## config.mk

```make
export PLATFORM = sky130hd
export DESIGN_NAME = xor4_parity_arbiter
export DESIGN_NICKNAME = d
export VERILOG_FILES = /design/src/rtl/xor4_parity_arbiter.sv
export SDC_FILE = /design/constraint.sdc
export NUM_CORES = 1
export LEC_CHECK = 0
export ABC_AREA = 1
export CORE_ASPECT_RATIO = 1.4
export CORE_MARGIN = 2
export CORE_UTILIZATION = 23
export DETAILED_ROUTE_END_ITERATION = 8
export PLACE_DENSITY = 0.46
export SYNTH_ARGS = -nofsm -noshare
export SYNTH_HDL_FRONTEND = slang
export SYNTH_SLANG_ARGS = --single-unit
export TNS_END_PERCENT = 30
```

## constraint.sdc

```tcl
create_clock -name i_clk -period 4.1 [get_ports i_clk]
set_clock_uncertainty 0.2 [all_clocks]
set_input_delay 0.615 -clock i_clk [delete_from_list [all_inputs] [get_ports i_clk]]
set_output_delay 0.615 -clock i_clk [all_outputs]
set_load 0.005 [all_outputs]
```

## src/rtl/xor4_parity_arbiter.sv

```systemverilog
// xor4_parity_arbiter
//   Grants one of four requesters at a time, round-robin, for a multi-word
//   frame. Each accepted word is routed to a shared external XOR4 gate. The
//   gate result is folded into a running parity bit. When the frame ends, a
//   registered result (id, parity, word count, error) is held until the
//   consumer accepts it.
//
//   State table
//   IDLE   | no owner; arbitrate among i_req, clear accumulator and count
//   BURST  | owner granted; accept words while i_req[owner] is high
//   RESULT | frame summary presented on o_res_*, waiting for i_res_ready
//
// Ports
//   i_clk, i_rst_n      clock, async active-low reset
//   i_req[3:0]          per-requester frame request
//   i_data[15:0]        4-bit word per requester (k on [4k+3:4k])
//   i_last[3:0]         per-requester last-word marker
//   o_gnt[3:0]          one-hot grant, also the owner's ready
//   o_xor_a..d          operands to the external XOR4 gate
//   i_xor_f             XOR4 gate result
//   o_res_valid/_id/_parity/_words/_err, i_res_ready   result handshake
module xor4_parity_arbiter #(
  parameter int unsigned MAX_WORDS = 16
) (
  input  logic        i_clk,
  input  logic        i_rst_n,
  input  logic [3:0]  i_req,
  input  logic [15:0] i_data,
  input  logic [3:0]  i_last,
  output logic [3:0]  o_gnt,
  output logic        o_xor_a,
  output logic        o_xor_b,
  output logic        o_xor_c,
  output logic        o_xor_d,
  input  logic        i_xor_f,
  output logic        o_res_valid,
  output logic [1:0]  o_res_id,
  output logic        o_res_parity,
  output logic [7:0]  o_res_words,
  output logic        o_res_err,
  input  logic        i_res_ready
);

  typedef enum logic [1:0] {IDLE, BURST, RESULT} state_t;

  localparam logic [7:0] MaxWords = 8'(MAX_WORDS);

  state_t     state_q, state_d;
  logic [1:0] owner_q, owner_d;
  logic [1:0] last_winner_q, last_winner_d;
  logic       acc_q, acc_d;
  logic [7:0] count_q, count_d;
  logic       err_q, err_d;

  logic [1:0] rr_cand;
  logic [1:0] rr_pick;
  logic       rr_found;
  logic [3:0] owner_slice;
  logic [7:0] count_inc;

  // Round-robin search starting one past the previous winner; i = 4 wraps
  // back to last_winner itself so a lone repeat requester still wins.
  always_comb begin
    rr_pick  = 2'd0;
    rr_found = 1'b0;
    rr_cand  = 2'd0;
    for (int i = 1; i <= 4; i++) begin
      rr_cand = last_winner_q + i[1:0];
      if (!rr_found && i_req[rr_cand]) begin
        rr_pick  = rr_cand;
        rr_found = 1'b1;
      end
    end
  end

  always_comb begin
    case (owner_q)
      2'd0:    owner_slice = i_data[3:0];
      2'd1:    owner_slice = i_data[7:4];
      2'd2:    owner_slice = i_data[11:8];
      default: owner_slice = i_data[15:12];
    endcase
  end

  assign count_inc = count_q + 8'd1;

  always_comb begin
    state_d       = state_q;
    owner_d       = owner_q;
    last_winner_d = last_winner_q;
    acc_d         = acc_q;
    count_d       = count_q;
    err_d         = err_q;
    o_gnt         = 4'b0000;
    {o_xor_a, o_xor_b, o_xor_c, o_xor_d} = 4'b0000;

    case (state_q)
      IDLE: begin
        if (rr_found) begin
          owner_d = rr_pick;
          acc_d   = 1'b0;
          count_d = 8'd0;
          err_d   = 1'b0;
          state_d = BURST;
        end
      end
      BURST: begin
        o_gnt = 4'b0001 << owner_q;
        {o_xor_a, o_xor_b, o_xor_c, o_xor_d} = owner_slice;
        if (i_req[owner_q]) begin
          acc_d   = acc_q ^ i_xor_f;
          count_d = count_inc;
          // i_last takes precedence over the word-limit error on the same word
          if (i_last[owner_q]) begin
            err_d   = 1'b0;
            state_d = RESULT;
          end else if (count_inc == MaxWords) begin
            err_d   = 1'b1;
            state_d = RESULT;
          end
        end
      end
      RESULT: begin
        if (i_res_ready) begin
          last_winner_d = owner_q;
          state_d       = IDLE;
        end
      end
      default: state_d = IDLE;
    endcase
  end

  // Result fields come straight from registers, gated so they read 0
  // whenever no result is being presented.
  always_comb begin
    o_res_valid  = (state_q == RESULT);
    o_res_id     = o_res_valid ? owner_q : 2'd0;
    o_res_parity = o_res_valid & acc_q;
    o_res_words  = o_res_valid ? count_q : 8'd0;
    o_res_err    = o_res_valid & err_q;
  end

  always_ff @(posedge i_clk or negedge i_rst_n) begin
    if (!i_rst_n) begin
      state_q       <= IDLE;
      owner_q       <= 2'd0;
      last_winner_q <= 2'd3;
      acc_q         <= 1'b0;
      count_q       <= 8'd0;
      err_q         <= 1'b0;
    end else begin
      state_q       <= state_d;
      owner_q       <= owner_d;
      last_winner_q <= last_winner_d;
      acc_q         <= acc_d;
      count_q       <= count_d;
      err_q         <= err_d;
    end
  end

endmodule

```

## Word level (Yosys, flattened, before mapping)

Cells that the tools add are included.

| word-level totals | value |
|---|---|
| bits in registers | 16 |
| output and inout bits | 21 |
| input bits | 28 |

| cells by class | value |
|---|---|
| add/sub/neg operators | 4 |
| muxes and demuxes | 44 |
| bitwise gates (word level) | 3 |
| $lt $le $gt $ge | 5 |
| reduce and logical (&&, ||, !) cells | 14 |
| shift-type cells | 1 |
| equality and inequality tests | 9 |

Operators with widths:

| cell | number |
|---|---|
| 2-to-1 mux 8 bit | 3 |
| 2-to-1 mux 2 bit | 10 |
| 2-to-1 mux 1 bit | 19 |
| case mux 8 bit (2 select lines) | 1 |
| less-than comparator 2 x 3 -> 1 bit (second input constant) | 5 |
| binary-select mux 1 bit (select 2 bit) | 6 |
| case mux 4 bit (3 select lines) | 1 |
| adder 8 x 1 -> 8 bit (second input constant) | 1 |
| == test 8 x 5 -> 1 bit (second input constant) | 1 |
| AND reduction 4 bit | 2 |
| case mux 2 bit (3 select lines) | 1 |
| adder 2 bit (second input constant) | 2 |
| == test 2 x 1 -> 1 bit (second input constant) | 2 |
| == test 2 bit (second input constant) | 2 |
| zero test 2 bit | 2 |
| 2-to-1 mux 4 bit | 1 |
| inequality test 2 bit (second input constant) | 2 |
| case mux 1 bit (2 select lines) | 2 |
| AND reduction 2 bit | 2 |
| left shift 1 x 2 -> 4 bit (first input constant) | 1 |
| logical AND 1 bit | 3 |
| zero test 1 bit | 3 |
| inequality test 3 bit (second input constant) | 1 |
| AND reduction 3 bit | 1 |
| other kinds (5) | 6 |

## Logic depth before layout (Yosys ltp)

Gate-level depths: netlist of run 1.

| depth | value |
|---|---|
| word-level depth | 15 |
| mapped depth | 13 |

## Worst setup path after synthesis of run 1

Ideal clock, no wire load.

| path | value |
|---|---|
| path kind | flip-flop to output port |
| start | register state_q[1] |
| end | output o_res_err |
| slack | 2.243 ns |
| path buffers | 1 |
| stages on the path, launching flop included | 6 |
| arrival | 1.042 ns |
| required time | 3.285 ns |
| path through | dfrtp_1 > inv_1 > nor2_1 > inv_1 > clkbuf_1 > nor2_1 |

| on the way | value |
|---|---|
| longest elaborated chain between the ends | 2 |

RTL lines:

| element | RTL line | source |
|---|---|---|
| from (decl) | 48 | `state_t state_q, state_d;` |
| from (signal assigned) | 152 | `state_q <= state_d;` |
| == test 2 bit | 136 | `o_res_valid = (state_q == RESULT);` |
| named net o_res_valid | 36 | `output logic o_res_valid,` |
| AND 1 bit | 140 | `o_res_err = o_res_valid & err_q;` |
| to (decl) | 40 | `output logic o_res_err,` |

The timed path passes the listed nets, and every way through them passes these cells.

## Worst setup path after layout of run 1

| path | value |
|---|---|
| start | register owner_q[1] |
| end | output o_xor_a |

| on the way | value |
|---|---|
| longest elaborated chain between the ends | 3 |
| elaborated cells on any way between the ends | 5 |
| classes of those cells | 2 x eq/ne; 2 x mux; 1 x reduce/logical |

RTL lines:

| element | RTL line | source |
|---|---|---|
| from (decl) | 49 | `logic [1:0] owner_q, owner_d;` |
| from (signal assigned) | 153 | `owner_q <= owner_d;` |
| == test 2 bit (tied with other cells) | 77 | `case (owner_q)` |
| case mux 4 bit (3 select lines) (*) | 77 |  |
| 2-to-1 mux 1 bit (*) | 97 | `case (state_q)` |
| to (decl) | 31 | `output logic o_xor_a,` |

Every way passes the cells marked *; elsewhere a longest branch is shown, timed or not.

==> results_dict.tcl, run 1 <==
set metrics [dict create \
    layout-drive-gt1-share 0.128 \
    most-common-layout-cells "nand2_1, clkdlybuf4s50_1, nor2_1" \
    synthesis.nets 255 \
    final_cells 345 \
    clockBufferDepth 2 \
    peakVddDrop_uv 293 \
    dp.final_hpwl_um 3510 \
    dp.cells 341 \
    critical_path.most_common_cell "inv_1" \
    slew_viol_final 0 \
    grt_pass1_vias 1519 \
    cts-htree-levels 1 \
    p_leak_nw 0.913 \
    cts_sinks 16 \
    antenna-diode-count 0 \
    fmax_ghz 0.344 \
    netlist_instances 226 \
    ys_seq_area_frac 0.281 \
    ios 49 \
    worst-slew-pin-transition_ps 779 \
    outcome "finished clean" \
    synth_area_um2 1430 \
    rsz0062_at_grt "false" \
    crit_path_max_incr_delay_ps 610 \
    fin_tns_setup_ps 0 \
    antenna_found_initial 0 \
    ant_nets 0 \
    cp-start-kind "flop" \
    ys_ff_latch 16 \
    viasPerCell 4.45 \
    relSlewSlack 0.479 \
    insertion_delay_ps 250 \
    tritoncts "built" \
    grt.overflow.total 0 \
    pre_cts_ws_ps 1370 \
    yosysTopAreaCellShare 0.244 \
    core_um2 6130 \
    path_class "reg2out" \
    final_nets 303 \
    path_max_fanout 13 \
    worstHoldStart "err_q$_DFFE_PN0P_" \
    rows 34 \
    portBuffers 48 \
    cts-hold-fix-buffers 0 \
    die_area_um2 6890 \
    cts_buffers 3 \
    post_cts_buffers 0 \
    r2r_start "owner_q[0]$_DFFE_PN0P_" \
    cts_root_buf "clkbuf_8" \
    die_x_um 70.7 \
    arrival_ps 2090 \
    crit_slowest_cell "dfrtp_1" \
    drt-initial-drc-count 16 \
    wl_per_cell_um 12.7 \
    hold_violations 0 \
    synth_top_area_cell "dfrtp_1" \
    crit_chain "inv_1, nor2_1, nand2_1, nand3_1, o211ai_1, inv_1, clkdlybuf4s50_1" \
    hold_path.class "reg2reg" \
    synth_edf_count 0 \
    fin_crit_sh 0.709 \
    routed_wl_um 4390 \
    avgSynthCellArea_um2 6.34 \
    drc 0 \
    firstDrtPassIters 4 \
    clk_pin_slew_ps 70 \
    fin_ws_ps 1190 \
    syn_to_final_growth_pct 41.5 \
    critPathCaptureType "output pin" \
    synth-main-ff-cell "dfrtp_1" \
    synthTopCellsByArea "dfrtp_1, nand2_1, nor2_1" \
    critPathLaunch "owner_q[1]$_DFFE_PN0P_" \
    maxCapViolCount 0 \
    cp.required_ps 3280 \
    final_common_cell "nand2_1" \
    finalWeightedCongestion 0.819 \
    start_util 0.234 \
    cts_resized 0 \
    power_density_nw_per_um2 610 \
    grt_pass1_wl_um 7430 \
    synth_cell_type_count 25 \
    async_flop_share 1.00 \
    setup_viol 0 \
    track_usage 0.133 \
    route.vias.total 1534 \
    yosysWarnings 0 \
    grt_max_degree 17 \
    die_h_um 97.4 \
    post-route-min-period_ps 2910 \
]
-- layer usage --
layer,track usage,wire (µm),up-vias
met5,0,0,-
met4,0.0261,34,0
met3,0.0124,86,4
met2,0.249,2430,18
met1,0.163,1840,701
li1,-,-,811
-- Yosys cell counts (2+ instances only) --
library cell	number
o21ai_1	5
nand2_2	9
inv_4	2
dfrtp_1	14
xor2_1	4
nor2_4	2
nand3_1	15
nor3_1	3
o21ai_0	8
buf_2	3
dfstp_2	2
nor2_1	25
inv_1	24
o211ai_1	5
inv_2	5
nand2_4	4
o21ai_2	6
nand2_1	76
nand4_1	8
-- through the flow --
stage	util	hold slack (ps)	power (mW)	instance area, µm²
after floorplan	-	119	0.852	1430
after global placement	0.322	266	1.11	1970
after detailed placement	0.322	264	1.11	1970
after CTS	0.331	284	1.26	2030
after global routing	0.331	328	1.37	2030
final	0.331	280	1.24	2030
-- report_power, final --
group,switching [mW],leakage [nW],internal [mW]
Combinational,0.473,0.679,0.311
Clock,0.0581,0.0288,0.0852
Sequential,0.0978,0.205,0.212
Total,0.629,0.913,0.608
-- sequential cells by signal, summed over array words and instances, names as in the netlist --
register       cells
last_winner_q      2
state_q            2
owner_q            2
count_q            8
err_q              1
acc_q              1
-- critical path: cells and delay by family (launching register included) --
kind                   cells  cell delay (ps)
buffers and inverters      3              780
DFF                        1              610
and+or+nand+nor            3              370
AOI/OAI and AO/OA          1               80
-- worst paths after layout --
| kind | end | slack (ps) | cells after the start |
|---|---|---|---|
| min in group asynchronous | count_q[3]$_DFFE_PN0P_ | 620 | 1 |
| worst min-delay path | err_q$_DFFE_PN0P_ | 280 | 2 |
| worst max-delay path | o_xor_a | 1190 | 7 |
| worst max register to register | count_q[2]$_DFFE_PN0P_ | 2030 | 10 |
| max in group asynchronous | owner_q[0]$_DFFE_PN0P_ | 2600 | 1 |
| worst min register to register | err_q$_DFFE_PN0P_ | 280 | 2 |
-- logic make-up after synthesis --
group / after synthesis / synth area share
simple gates: 143 / 0.463
buf+inv: 36 / 0.106
fa+ha+maj: 1 / 0.00872
xor+xnor: 4 / 0.0244
compound gates: 26 / 0.117
flops: 16 / 0.281
-- cell type report --
class,count,area (µm²)
fill,719,4100
multi-input combinational,174,880
timing repair buffer,48,480
sequential,16,403
inverter,31,121
tap,72,90.1
clock buffer,4,55.1
(Power assumes the default switching activity.)
==> inputs of run 2 (changes only) <==
- PLACE_DENSITY: 0.46 -> 0.48
- clock period: 4.1 -> 2.5 ns (I/O delays scaled with it)
==> run 2 against run 1 <==
Net effect: flip-flop and latch count stayed put; power is 67% higher; via count is 3.5% higher; final area is 3.1% higher; final cell count is 2.3% higher; critical endpoint is now o_xor_b.
==> results_dict.tcl, run 2 (same netlist as run 1, synthesis figures left out) <==
set metrics [dict create \
    cp-start-kind "flop" \
    setup_viol 0 \
    ios 49 \
    power_frac_clock 0.096 \
    start_util 0.234 \
    routed_wl_um 4360 \
    die_h_um 97.4 \
    grt_pass1_wl_um 7520 \
    grt_pass1_vias 1607 \
    antenna-diode-count 0 \
    viasPerCell 4.50 \
    relSlewSlack 0.779 \
    slew_viol_final 0 \
    antenna_found_initial 0 \
    wl_per_cell_um 12.3 \
    power_mw 2.07 \
    p_sw_frac 0.498 \
    fin_ws_ps 132 \
    arrival_ps 1790 \
    cts_root_buf "clkbuf_8" \
    hold_path.class "in2async" \
    path_max_fanout 11 \
    cts_sinks 16 \
    grt.overflow.total 0 \
    dp.final_hpwl_um 3620 \
    seqPwrFrac 0.242 \
    peakVddDrop_uv 415 \
    maxCapViolCount 0 \
    path_class "reg2out" \
    critPathCaptureType "output pin" \
    finalWeightedCongestion 0.789 \
    p_leak_nw 0.945 \
    track_usage 0.135 \
    die_x_um 70.7 \
    outcome "finished clean" \
    worst-slew-pin-transition_ps 331 \
    rows 34 \
    core_um2 6130 \
    syn_to_final_growth_pct 45.9 \
    switchingPower_mw 1.03 \
    clockBufferDepth 2 \
    largest-register "count_q" \
    layout-drive-gt1-share 0.171 \
    fmax_ghz 0.422 \
    route.vias.total 1588 \
    grt_max_degree 17 \
    power.share.combinational 0.662 \
    die_area_um2 6890 \
    post-route-min-period_ps 2370 \
    dpl_cell_area_um2 2030 \
    largest_register_ff_count 8 \
    power_density_nw_per_um2 988 \
    rsz0062_at_grt "false" \
    insertion_delay_ps 250 \
    power.internal_mw 1.04 \
    pre_cts_ws_ps 272 \
    clk_pin_slew_ps 70 \
    tritoncts "built" \
    ant_nets 0 \
    firstDrtPassIters 6 \
    final_nets 312 \
    fin_tns_setup_ps 0 \
    most-common-layout-cells "nand2_1, clkdlybuf4s50_1, inv_1" \
    hold_violations 0 \
    cp.required_ps 1920 \
    cts-hold-fix-buffers 0 \
    design_area_um2 2090 \
    cts-htree-levels 1 \
    cts_buffers 3 \
    final_common_cell "nand2_1" \
    portBuffers 48 \
    fin_crit_sh 0.947 \
    drc 0 \
    drt-initial-drc-count 32 \
]
-- run 2: cell types whose count changed in the layout (fill, tap and decap cells not counted), sizes merged --
cell    change
buf         +9
clkbuf      -1
-- run 2: cell type report --
cell class                      instances  area (µm²)
Fill cell                             717        4030
Multi-Input combinational cell        174         885
Timing Repair Buffer                   57         548
Sequential cell                        16         407
Inverter                               31         121
Tap cell                               72        90.1
Clock buffer                            3        41.3
-- run 2: timing repair --
| action | in CTS | in global routing |
|---|---|---|
| hold endpoints to repair | 0 | 0 |
| pin swaps | 0 | 0 |
| buffers inserted | 0 | 2 |
| setup endpoints to repair | 2 | 6 |
| resized for setup | 1 | 4 |
| cloned | 0 | 0 |
-- run 2: path summary, 6_finish.rpt --
| check | start | end | slack (ps) | cells past startpoint |
|---|---|---|---|---|
| worst max-delay path | owner_q[1]$_DFFE_PN0P_ | o_xor_b | 130 | 7 |
| worst min-delay path | i_rst_n | state_q[1]$_DFFE_PN0P_ | 250 | 2 |
| worst max register to register | count_q[0]$_DFFE_PN0P_ | err_q$_DFFE_PN0P_ | 600 | 10 |
| min in group i_clk | err_q$_DFFE_PN0P_ | err_q$_DFFE_PN0P_ | 280 | 2 |
| worst min register to register | err_q$_DFFE_PN0P_ | err_q$_DFFE_PN0P_ | 280 | 2 |
| max in group asynchronous | i_rst_n | last_winner_q[1]$_DFFE_PN1P_ | 1590 | 2 |
-- run 2: layer usage --
metal	track usage	up-vias	wire length (µm)
li1	-	828	-
met1	0.152	729	1680
met2	0.258	23	2480
met3	0.0124	8	93
met4	0.0479	0	107
met5	0	-	0
-- run 2: power groups by stage --
stage,registers [mW],clock network (mW),logic (mW)
global route,0.522,0.213,1.56
CTS,0.497,0.204,1.37
detailed placement,0.500,0,1.37
floorplan,0.415,0,0.983
finish,0.501,0.198,1.37
global placement,0.499,0,1.37
-- run 2: through the flow --
stage / instances / hold slack (ps) / util
after floorplan: 226 / -121 / -
after global placement: 348 / 278 / 0.331
after detailed placement: 348 / 268 / 0.331
after CTS: 351 / 258 / 0.338
after global routing: 353 / 290 / 0.342
final: 353 / 250 / 0.342
-- run 2: worst max-delay path: stages (launching register included) --
cell             delay (ps)
dfrtp_2                 480
inv_1                    80
nor2_1                  200
nand2_1                  80
nand3_1                  80
o211ai_1                 80
inv_1                    60
clkdlybuf4s50_1         480
==> inputs of run 3 (changes only) <==
--- a/config.mk
+++ b/config.mk
@@ -12,3 +12,5 @@
 export DETAILED_ROUTE_END_ITERATION = 8
-export PLACE_DENSITY = 0.48
+export DONT_BUFFER_PORTS = 1
+export PLACE_DENSITY = 0.37
+export SLEW_MARGIN = 20
 export SYNTH_ARGS = -nofsm -noshare
==> constraint.sdc (replaced) <==
create_clock -name i_clk -period 2.5 [get_ports i_clk]
set_clock_uncertainty 0.2 [all_clocks]
set_input_delay 0.5 -clock i_clk [delete_from_list [all_inputs] [get_ports i_clk]]
set_output_delay 0.5 -clock i_clk [all_outputs]
set_load 0.005 [all_outputs]
==> run 3 against run 2 <==
Net effect: sequential share of layout area rose by 6.4 points; final area shrank 25%; power fell by 12%; via count decreased by 15%; critical endpoint is now o_res_id[0]; largest cell class unchanged.
==> results_dict.tcl, run 3 (same netlist as run 1, synthesis figures left out) <==
set metrics [dict create \
    relSlewSlack 0.498 \
    track_usage 0.125 \
    die_h_um 97.4 \
    p_leak_nw 0.738 \
    outcome "finished clean" \
    critPathCaptureType "output pin" \
    die_area_um2 6890 \
    grt.overflow.total 0 \
    core_um2 6130 \
    ant_nets 0 \
    route.vias.total 1354 \
    largest-register "count_q" \
    final_common_cell "nand2_1" \
    path_max_fanout 13 \
    peakVddDrop_uv 578 \
    wl_per_cell_um 13.5 \
    arrival_ps 1580 \
    dpl_cell_area_um2 1490 \
    worst-slew-pin-transition_ps 750 \
    tritoncts "built" \
    setup_viol 0 \
    crit_slowest_cell "dfrtp_1" \
    cpLargestDelayFamily "simple AND/OR/NAND/NOR gates" \
    clk_pin_slew_ps 60 \
    rows 34 \
    rsz0062_at_grt "false" \
    fmax_ghz 0.439 \
    insertion_delay_ps 250 \
    drt-initial-drc-count 44 \
    viasPerCell 4.54 \
    post-route-min-period_ps 2280 \
    firstDrtPassIters 4 \
    design_area_um2 1560 \
    cts-htree-levels 1 \
    hold_path.class "in2reg" \
    syn_to_final_growth_pct 8.73 \
    path_buf_inv 2 \
    portBuffers 0 \
    dp.final_hpwl_um 3400 \
    fin_tns_setup_ps 0 \
    largest_register_ff_count 8 \
    n_fill_cell 723 \
    finalWeightedCongestion 0.717 \
    cts-hold-fix-buffers 1 \
    grt_max_degree 17 \
    drc 0 \
    most-common-layout-cells "nand2_1, nor2_1, inv_1" \
    antenna_found_initial 0 \
    cts_root_buf "clkbuf_8" \
    start_util 0.234 \
    ios 49 \
    fin_crit_sh 0.912 \
    final_nets 256 \
    hold_violations 0 \
    cts_resized 0 \
    die_x_um 70.7 \
    post_cts_buffers 0 \
    grt_pass1_vias 1408 \
    antenna-diode-count 0 \
    crit_path_max_incr_delay_ps 480 \
    cp-start-kind "flop" \
    clockBufferDepth 2 \
    power_density_nw_per_um2 1160 \
    crit_chain "inv_1, nor2_1, inv_1, nor2_1" \
    cts_buffers 3 \
    slew_viol_final 0 \
    cp.required_ps 1800 \
    layout-drive-gt1-share 0.155 \
    grt_pass1_wl_um 6940 \
    maxCapViolCount 0 \
    routed_wl_um 4040 \
    cts_sinks 16 \
    path_class "reg2out" \
]
run 3: cell count changes in the layout (fill, tap and decap cells not counted):
cell | before | now
dlygate4sd3_1 | 0 | 1
dfrtp_2 | 3 | 0
dfrtp_1 | 11 | 14
clkdlybuf4s50_1 | 48 | 0
nor2_1 | 23 | 25
nor2_2 | 2 | 0
clkbuf_8 | 3 | 4
buf_4 | 9 | 0
run 3: metal layers:
| metal | part of all wire | GRT usage | wire [µm] |
|---|---|---|---|
| met2 | 0.56 | 0.237 | 2250 |
| met4 | 0.022 | 0.0450 | 87 |
| met1 | 0.39 | 0.136 | 1590 |
| met3 | 0.026 | 0.0166 | 104 |
| met5 | 0 | 0 | 0 |
run 3: power by group:
part / internal [mW] / switching (mW)
Clock: 0.140 / 0.0885
Sequential: 0.348 / 0.155
Combinational: 0.353 / 0.726
Total: 0.841 / 0.970
run 3: layout make-up:
class / count / area [µm²] / area share
Clock buffer: 4 / 55.1 / 0.0353
Inverter: 31 / 121 / 0.0778
Multi-Input combinational cell: 174 / 880 / 0.564
Sequential cell: 16 / 403 / 0.258
Tap cell: 72 / 90.1 / 0.0578
Timing Repair Buffer: 1 / 10.0 / 0.00642
run 3: final timing paths:
path	startpoint	end	slack (ps)	depth (start not counted)
min in group asynchronous	i_rst_n	state_q[1]$_DFFE_PN0P_	560	1
hold / removal	i_res_ready	state_q[1]$_DFFE_PN0P_	150	1
setup / recovery	state_q[1]$_DFFE_PN0P_	o_res_id[0]	220	4
setup reg to reg	last_winner_q[0]$_DFFE_PN1P_	owner_q[0]$_DFFE_PN0P_	560	11
hold reg to reg	err_q$_DFFE_PN0P_	err_q$_DFFE_PN0P_	290	2
max in group asynchronous	i_rst_n	owner_q[0]$_DFFE_PN0P_	1070	1
run 3: through the flow:
stage | instances | setup slack, ps | power (mW) | hold WS, ps | util
2_1_floorplan | 226 | 758 | 1.40 | 4.41 | -
3_3_place_gp | 293 | 396 | 1.62 | 5.11 | 0.244
3_5_place_dp | 293 | 413 | 1.61 | 5.16 | 0.244
4_1_cts | 298 | 132 | 1.86 | 151 | 0.254
5_1_grt | 298 | 50.3 | 2.03 | 149 | 0.254
6_report | 298 | 220 | 1.81 | 154 | 0.254
